===== src/rtl/img_stream_framer_pkg.sv =====
// Shared definitions for the image stream framer: FSM encoding, checksum constants
// and small word helpers used by the framer and its Fletcher-32 accumulator.
package img_stream_framer_pkg;

  typedef enum logic [2:0] {
    ST_IDLE   = 3'd0,
    ST_HEADER = 3'd1,
    ST_PIXELS = 3'd2,
    ST_CKSUM0 = 3'd3,
    ST_CKSUM1 = 3'd4,
    ST_PAD    = 3'd5,
    ST_DONE   = 3'd6
  } state_t;

  localparam int          ChecksumWordCount = 2;
  localparam logic [16:0] FletcherMod       = 17'd65535;

  function automatic logic [15:0] byte_swap(input logic [15:0] w);
    return {w[7:0], w[15:8]};
  endfunction

  // One modular add step; both operands are already reduced, so one subtract suffices.
  function automatic logic [15:0] fletcher_add(input logic [15:0] a, input logic [15:0] b);
    logic [16:0] s;
    s = {1'b0, a} + {1'b0, b};
    s = (s >= FletcherMod) ? (s - FletcherMod) : s;
    return s[15:0];
  endfunction

endpackage


===== src/rtl/img_stream_framer_accum.sv =====
// Fletcher-32 accumulator (mod 65535) with registered sums; dout = {sum2, sum1}
// reflects every word enabled up to and including the previous cycle.
module fletcher32_accum
  import img_stream_framer_pkg::*;
(
  input  logic        clk,
  input  logic        rst,
  input  logic        clr,
  input  logic        en,
  input  logic [15:0] din,
  output logic [31:0] dout
);

  logic [15:0] r_sum1;
  logic [15:0] r_sum2;
  logic [15:0] w_sum1_nxt;
  logic [15:0] w_sum2_nxt;

  assign w_sum1_nxt = fletcher_add(r_sum1, din);
  assign w_sum2_nxt = fletcher_add(r_sum2, w_sum1_nxt);
  assign dout       = {r_sum2, r_sum1};

  // Running sums: cleared at frame start, advanced once per accepted word.
  always_ff @(posedge clk) begin
    if (rst || clr) begin
      r_sum1 <= 16'h0000;
      r_sum2 <= 16'h0000;
    end else if (en) begin
      r_sum1 <= w_sum1_nxt;
      r_sum2 <= w_sum2_nxt;
    end else begin
      r_sum1 <= r_sum1;
      r_sum2 <= r_sum2;
    end
  end

endmodule


===== src/rtl/img_stream_framer.sv =====
// Frames a raw header+pixel word stream into a stored image record: header pass-through,
// thumbnail-filtered pixels, Fletcher-32 checksum words and zero padding.
module img_stream_framer
  import img_stream_framer_pkg::*;
#(
  parameter int DimBits = 12,
  parameter int PadBits = 16,
  parameter int HdrBits = 8
) (
  input  logic               clk,
  input  logic               rst,
  input  logic               start,
  input  logic [HdrBits-1:0] cfg_header_words,
  input  logic [DimBits-1:0] cfg_out_width,
  input  logic [DimBits-1:0] cfg_out_height,
  input  logic [3:0]         cfg_period,
  input  logic [3:0]         cfg_keep,
  input  logic [PadBits-1:0] cfg_pad_words,
  input  logic [15:0]        s_data,
  input  logic               s_valid,
  output logic               s_ready,
  output logic [15:0]        m_data,
  output logic               m_valid,
  input  logic               m_ready,
  output logic               busy,
  output logic               done
);

  localparam int CntBits = (HdrBits > PadBits) ? HdrBits : PadBits;

  state_t             r_state, w_state_nxt;
  logic [HdrBits-1:0] r_hdr;
  logic [DimBits-1:0] r_width, r_height;
  logic [3:0]         r_period, r_keep;
  logic [PadBits-1:0] r_pad;
  logic [CntBits-1:0] r_cnt, w_cnt_nxt, w_cnt_inc;
  logic [3:0]         r_xph, r_yph, w_xph_nxt, w_yph_nxt;
  logic [DimBits-1:0] r_kept_x, r_kept_rows, w_kept_x_nxt, w_kept_rows_nxt;
  logic [DimBits-1:0] w_kept_x_inc, w_rows_inc;
  logic               r_m_valid, r_busy, r_done;
  logic [15:0]        r_m_data, w_load_data;
  logic               w_load, w_csum_en, w_csum_clr, w_out_free, w_s_ready, w_s_fire;
  logic               w_keep, w_x_wrap, w_y_wrap, w_row_end;
  logic [31:0]        w_csum;

  assign w_out_free   = !r_m_valid || m_ready;
  assign w_keep       = (r_xph < r_keep) && (r_yph < r_keep);
  assign w_s_ready    = (r_state == ST_HEADER) ? w_out_free :
                        (r_state == ST_PIXELS) ? (w_keep ? w_out_free : 1'b1) : 1'b0;
  assign w_s_fire     = s_valid && w_s_ready;
  assign w_cnt_inc    = r_cnt + CntBits'(1);
  assign w_kept_x_inc = (r_xph < r_keep) ? (r_kept_x + DimBits'(1)) : r_kept_x;
  assign w_rows_inc   = (r_yph < r_keep) ? (r_kept_rows + DimBits'(1)) : r_kept_rows;
  assign w_x_wrap     = (r_xph == (r_period - 4'd1));
  assign w_y_wrap     = (r_yph == (r_period - 4'd1));
  assign w_row_end    = w_x_wrap && (w_kept_x_inc == r_width);

  fletcher32_accum u_accum (
    .clk  (clk),
    .rst  (rst),
    .clr  (w_csum_clr),
    .en   (w_csum_en),
    .din  (byte_swap(s_data)),
    .dout (w_csum)
  );

  // Next-state, counter updates and output-register load requests.
  always_comb begin
    w_state_nxt     = r_state;
    w_load          = 1'b0;
    w_load_data     = 16'h0000;
    w_csum_en       = 1'b0;
    w_csum_clr      = 1'b0;
    w_cnt_nxt       = r_cnt;
    w_xph_nxt       = r_xph;
    w_yph_nxt       = r_yph;
    w_kept_x_nxt    = r_kept_x;
    w_kept_rows_nxt = r_kept_rows;
    case (r_state)
      ST_IDLE: begin
        if (start) begin
          w_csum_clr      = 1'b1;
          w_cnt_nxt       = '0;
          w_xph_nxt       = 4'd0;
          w_yph_nxt       = 4'd0;
          w_kept_x_nxt    = '0;
          w_kept_rows_nxt = '0;
          w_state_nxt     = (cfg_header_words != '0) ? ST_HEADER : ST_PIXELS;
        end else begin
          w_state_nxt = ST_IDLE;
        end
      end
      ST_HEADER: begin
        if (w_s_fire) begin
          w_load      = 1'b1;
          w_load_data = s_data;
          w_csum_en   = 1'b1;
          if (w_cnt_inc == CntBits'(r_hdr)) begin
            w_cnt_nxt   = '0;
            w_state_nxt = ST_PIXELS;
          end else begin
            w_cnt_nxt = w_cnt_inc;
          end
        end else begin
          w_cnt_nxt = r_cnt;
        end
      end
      ST_PIXELS: begin
        // Dropped pixels still advance the phase counters but never reach the output.
        if (w_s_fire) begin
          w_load      = w_keep;
          w_load_data = s_data;
          w_csum_en   = w_keep;
          w_xph_nxt   = w_x_wrap ? 4'd0 : (r_xph + 4'd1);
          if (w_row_end) begin
            w_kept_x_nxt    = '0;
            w_yph_nxt       = w_y_wrap ? 4'd0 : (r_yph + 4'd1);
            w_kept_rows_nxt = w_rows_inc;
            w_state_nxt     = (w_y_wrap && (w_rows_inc == r_height)) ? ST_CKSUM0 : ST_PIXELS;
          end else begin
            w_kept_x_nxt = w_kept_x_inc;
          end
        end else begin
          w_xph_nxt = r_xph;
        end
      end
      ST_CKSUM0: begin
        if (w_out_free) begin
          w_load      = 1'b1;
          w_load_data = byte_swap(w_csum[15:0]);
          w_cnt_nxt   = '0;
          w_state_nxt = ST_CKSUM1;
        end else begin
          w_state_nxt = ST_CKSUM0;
        end
      end
      ST_CKSUM1: begin
        // r_cnt marks the second checksum word as loaded; then wait for it to drain.
        if (r_cnt == '0) begin
          if (w_out_free) begin
            w_load      = 1'b1;
            w_load_data = byte_swap(w_csum[31:16]);
            w_cnt_nxt   = (r_pad != '0) ? '0 : CntBits'(1);
            w_state_nxt = (r_pad != '0) ? ST_PAD : ST_CKSUM1;
          end else begin
            w_state_nxt = ST_CKSUM1;
          end
        end else begin
          w_state_nxt = w_out_free ? ST_DONE : ST_CKSUM1;
        end
      end
      ST_PAD: begin
        if (w_out_free) begin
          if (r_cnt == CntBits'(r_pad)) begin
            w_state_nxt = ST_DONE;
          end else begin
            w_load    = 1'b1;
            w_cnt_nxt = w_cnt_inc;
          end
        end else begin
          w_state_nxt = ST_PAD;
        end
      end
      ST_DONE: begin
        w_state_nxt = ST_IDLE;
      end
      default: begin
        w_state_nxt = ST_IDLE;
      end
    endcase
  end

  // State, counters, latched configuration, output register and status flags.
  always_ff @(posedge clk) begin
    if (rst) begin
      r_state     <= ST_IDLE;
      r_hdr       <= '0;
      r_width     <= '0;
      r_height    <= '0;
      r_period    <= 4'd1;
      r_keep      <= 4'd1;
      r_pad       <= '0;
      r_cnt       <= '0;
      r_xph       <= 4'd0;
      r_yph       <= 4'd0;
      r_kept_x    <= '0;
      r_kept_rows <= '0;
      r_m_valid   <= 1'b0;
      r_m_data    <= 16'h0000;
      r_busy      <= 1'b0;
      r_done      <= 1'b0;
    end else begin
      if ((r_state == ST_IDLE) && start) begin
        r_hdr    <= cfg_header_words;
        r_width  <= cfg_out_width;
        r_height <= cfg_out_height;
        r_period <= cfg_period;
        r_keep   <= cfg_keep;
        r_pad    <= cfg_pad_words;
      end else begin
        r_hdr <= r_hdr;
      end
      r_state     <= w_state_nxt;
      r_cnt       <= w_cnt_nxt;
      r_xph       <= w_xph_nxt;
      r_yph       <= w_yph_nxt;
      r_kept_x    <= w_kept_x_nxt;
      r_kept_rows <= w_kept_rows_nxt;
      if (w_load) begin
        r_m_valid <= 1'b1;
        r_m_data  <= w_load_data;
      end else if (m_ready) begin
        r_m_valid <= 1'b0;
      end else begin
        r_m_valid <= r_m_valid;
      end
      r_busy <= (w_state_nxt != ST_IDLE);
      r_done <= (w_state_nxt == ST_DONE);
    end
  end

  assign s_ready = w_s_ready;
  assign m_valid = r_m_valid;
  assign m_data  = r_m_data;
  assign busy    = r_busy;
  assign done    = r_done;

endmodule

===== config.mk =====
export PLATFORM = sky130hd
export DESIGN_NAME = img_stream_framer
export DESIGN_NICKNAME = d
export VERILOG_FILES = /design/src/rtl/img_stream_framer_pkg.sv /design/src/rtl/img_stream_framer_accum.sv /design/src/rtl/img_stream_framer.sv
export SDC_FILE = /design/constraint.sdc
export NUM_CORES = 1
export LEC_CHECK = 0
export CORE_UTILIZATION = 50
export DETAILED_ROUTE_END_ITERATION = 8
export PLACE_DENSITY = 0.71
export SLEW_MARGIN = 20
export SYNTH_ARGS = -nofsm -noshare
export SYNTH_HDL_FRONTEND = slang
export SYNTH_SLANG_ARGS = --single-unit
export TNS_END_PERCENT = 1

===== constraint.sdc =====
create_clock -name clk -period 13.9 [get_ports clk]
set_input_delay 4.17 -clock clk [delete_from_list [all_inputs] [get_ports clk]]
set_output_delay 4.17 -clock clk [all_outputs]
set_load 0.01 [all_outputs]

==> results.json <==
{
  "root_buffer": "clkbuf_16",
  "n_antenna_cell": 0,
  "syn_area_mm2": 0.01093,
  "synth-edff-count": 0,
  "rsz0062_at_grt": "no",
  "antenna_found_initial": 0,
  "area_growth_pct": 15.00,
  "cap_violations": 0,
  "viasPerCell": 5.928,
  "cp_num_buf_inv": 3,
  "drive_above_1_share": 0.05485,
  "initial_core_util": 0.5149,
  "drc": 0,
  "hold_path.startpoint": "r_keep[1]",
  "required_ps": 14240,
  "htree_levels": 4,
  "setup_viol": 0,
  "place_hpwl_um": 22250,
  "ant_nets": 0,
  "cts_hold_repair.buffers": 0,
  "row_count": 53,
  "yosysSeqAreaShare": 0.2895,
  "die_h_um": 149.8,
  "post_cts_resized": 0,
  "path_common_cell": "a211oi_1",
  "crit_family": "compound AO/OA/AOI/OAI gates",
  "post_cts_buffers": 0,
  "cts_tree": "done",
  "clock.fmax_mhz": 92.71,
  "numCtsBuffers": 17,
  "routed_wl_um": 30650,
  "cp_slowest_stage_delay_ps": 590,
  "post-route-min-period_ps": 10790,
  "clk_pin_slew_worst_paths_ps": 70,
  "power_density_mw_per_mm2": 102.7,
  "crit_fanout": 12,
  "grt_max_degree": 97,
  "pin_count": 97,
  "p_total_uw": 1290,
  "crit_path_start": "s_data[8]",
  "path_class": "input pin to flop",
  "post-route-period-util": 0.7760,
  "slew_headroom": 0.3204,
  "cp.arrival_ps": 11130,
  "end_kind": "flop",
  "die_w_um": 149.8,
  "startpoint_type": "input pin",
  "nets": 1611,
  "synth_cells": 1434,
  "gp_congestion": 0.9038,
  "grt_pass1_wl_um": 48860,
  "reg2reg_depth": 24,
  "wl_per_cell_um": 17.32,
  "critical_path.slowest_cell": "o21ai_2",
  "cts_buffer_depth": 2,
  "vdd_drop_max_mv": 0.07513,
  "finalHoldViolCount": 0,
  "final_cell_mix": "nand2_1, dfxtp_1, a21oi_1",
  "clk_latency_ps": 440,
  "ys_seq_elements": 158,
  "hp-class": "flop to flop",
  "synth_fp_nets": 1561,
  "synthFlopType": "dfxtp_1",
  "grt_pass1_vias": 9779,
  "die_area_mm2": 0.02245,
  "tns_ps": 0,
  "coreArea_mm2": 0.02122,
  "grt_usage": 0.2730,
  "yosys.cell_types.count": 95,
  "holdPathStages": 2,
  "rr_startpoint": "u_accum.r_sum1[0]",
  "portBuffers": 96,
  "first_pass_iters": 8,
  "final_common_cell": "nand2_1",
  "path_depth": 25,
  "status": "finished, final reports clean",
  "slew_violations": 0,
  "clock_sinks": 158,
  "via_count": 10490,
  "grt_overflow_total": 0,
  "p_leak_uw": 0.004862,
  "synth-async-reset-ratio": 0,
  "worst_clock_skew_ps": 12.23,
  "first_iter_violations": 678,
  "ys_warn_count": 0,
  "tightest_slew_ps": 1019,
  "syn_area_per_cell_um2": 7.620
}
state kept, by name, indices dropped and copies added (netlist names), 8 cells and up:
| name | cells |
|---|---|
| r_height | 12 |
| r_cnt | 16 |
| r_width | 12 |
| r_kept_rows | 12 |
| m_data | 16 |
| r_hdr | 8 |
| r_kept_x | 12 |
| u_accum.r_sum1 | 16 |
| r_pad | 16 |
| u_accum.r_sum2 | 16 |
worst paths after layout:
check / to / slack [ps]
worst min register to register: r_keep[1] / 460
worst max register to register: u_accum.r_sum2[10] / 6930
worst max-delay path: u_accum.r_sum2[10] / 3110
worst min-delay path: r_keep[1] / 460
metrics by stage:
| stage | setup WS [ps] | hold WS [ps] | std cells | util | area, um^2 |
|---|---|---|---|---|---|
| floorplan | 4223 | 436.3 | 1434 | - | 10930 |
| CTS | 3183 | 458.3 | 1770 | 0.5917 | 12560 |
| finish | 3113 | 456.9 | 1770 | 0.5922 | 12570 |
| global route | 2628 | 490.5 | 1770 | 0.5922 | 12570 |
| global placement | 3039 | 446.3 | 1740 | 0.5653 | 12000 |
| detailed placement | 2773 | 449.4 | 1740 | 0.5653 | 12000 |
power breakdown:
part           switching [uW]  total (uW)  internal (uW)
sequential               21.6         495            473
combinational             204         339            134
clock                     208         457            249
cells by family (layout without fill, tap and decap cells):
logic type | after synthesis | after routing | synth area share
flip-flops | 158 | 158 | 0.2895
XOR/XNOR | 116 | 116 | 0.09504
AND/OR/NAND/NOR | 596 | 596 | 0.2668
buffers and inverters | 113 | 174 | 0.04134
adder cells (fa/ha/maj) | 50 | 50 | 0.05863
multiplexers | 11 | 11 | 0.01031
AO/OA/AOI/OAI | 390 | 390 | 0.2384
final cells by class:
type / count / area [um^2]
fillers: 1967 / 8655
well taps: 275 / 344.1
multi-input cells: 1163 / 7335
repair buffers: 103 / 1011
clock inverters: 13 / 133.9
clock buffers: 17 / 425.4
inverters: 41 / 153.9
flip-flops and latches: 158 / 3163
routing by layer:
| metal | global-route usage | part of all wire | vias up | wire [um] |
|---|---|---|---|---|
| met5 | 0 | 0 | - | 0 |
| met4 | 0.09141 | 0.022 | 0 | 662 |
| met3 | 0.03811 | 0.042 | 53 | 1300 |
| met2 | 0.4641 | 0.48 | 259 | 14570 |
| met1 | 0.3533 | 0.46 | 4928 | 14120 |
| li1 | - | - | 5252 | - |
cells in the mapped netlist, types with 4 or more instances:
| cell | n | area, um^2 |
|---|---|---|
| inv_1 | 41 | 153.9 |
| nand3b_1 | 7 | 52.55 |
| o32ai_1 | 4 | 35.03 |
| clkbuf_1 | 52 | 195.2 |
| dfxtp_1 | 158 | 3163 |
| and4_1 | 6 | 52.55 |
| xor2_1 | 48 | 420.4 |
| ha_1 | 48 | 600.6 |
| o41ai_1 | 4 | 35.03 |
| or2_2 | 7 | 43.79 |
| nand2_1 | 239 | 897.1 |
| and2_1 | 9 | 56.30 |
| or4_1 | 5 | 37.54 |
| and3_1 | 25 | 156.4 |
| a22o_1 | 11 | 96.34 |
| a31oi_1 | 10 | 62.56 |
| a211o_1 | 9 | 78.83 |
| mux2i_1 | 9 | 90.09 |
| o22ai_1 | 9 | 56.30 |
| or3_1 | 16 | 100.1 |
| o21ai_1 | 9 | 45.04 |
| nor4_1 | 14 | 87.58 |
| o31ai_1 | 11 | 82.58 |
| a22oi_1 | 33 | 247.7 |
| nor2b_1 | 15 | 93.84 |
| a221o_1 | 7 | 70.07 |
| o21ai_0 | 62 | 310.3 |
| nand4_1 | 17 | 106.4 |
| nor4b_1 | 4 | 35.03 |
| a211oi_1 | 17 | 127.6 |
| buf_1 | 10 | 37.54 |
| a21o_1 | 11 | 82.58 |
| buf_2 | 6 | 30.03 |
| o211ai_1 | 10 | 75.07 |
| nor3_1 | 23 | 115.1 |
| nand3_1 | 57 | 285.3 |
| xnor2_1 | 65 | 569.3 |
| o21ba_1 | 6 | 60.06 |
| nor2_1 | 106 | 397.9 |
| a311oi_1 | 4 | 35.03 |
| o21a_1 | 4 | 30.03 |
| a21oi_1 | 128 | 640.6 |
| nand2b_1 | 15 | 93.84 |
| nor3b_1 | 9 | 67.56 |
worst reg2reg max path: cells and delay by family, from the launching register on:
family                   cells  cell delay (ps)
flip-flops                   1              390
XOR/XNOR                     4             1080
buffers and inverters        2              110
AND/OR/NAND/NOR              6             1420
AO/OA/AOI/OAI                8             2660
adder cells (fa/ha/maj)      4             1200
Power figures use the tool's default switching activity.
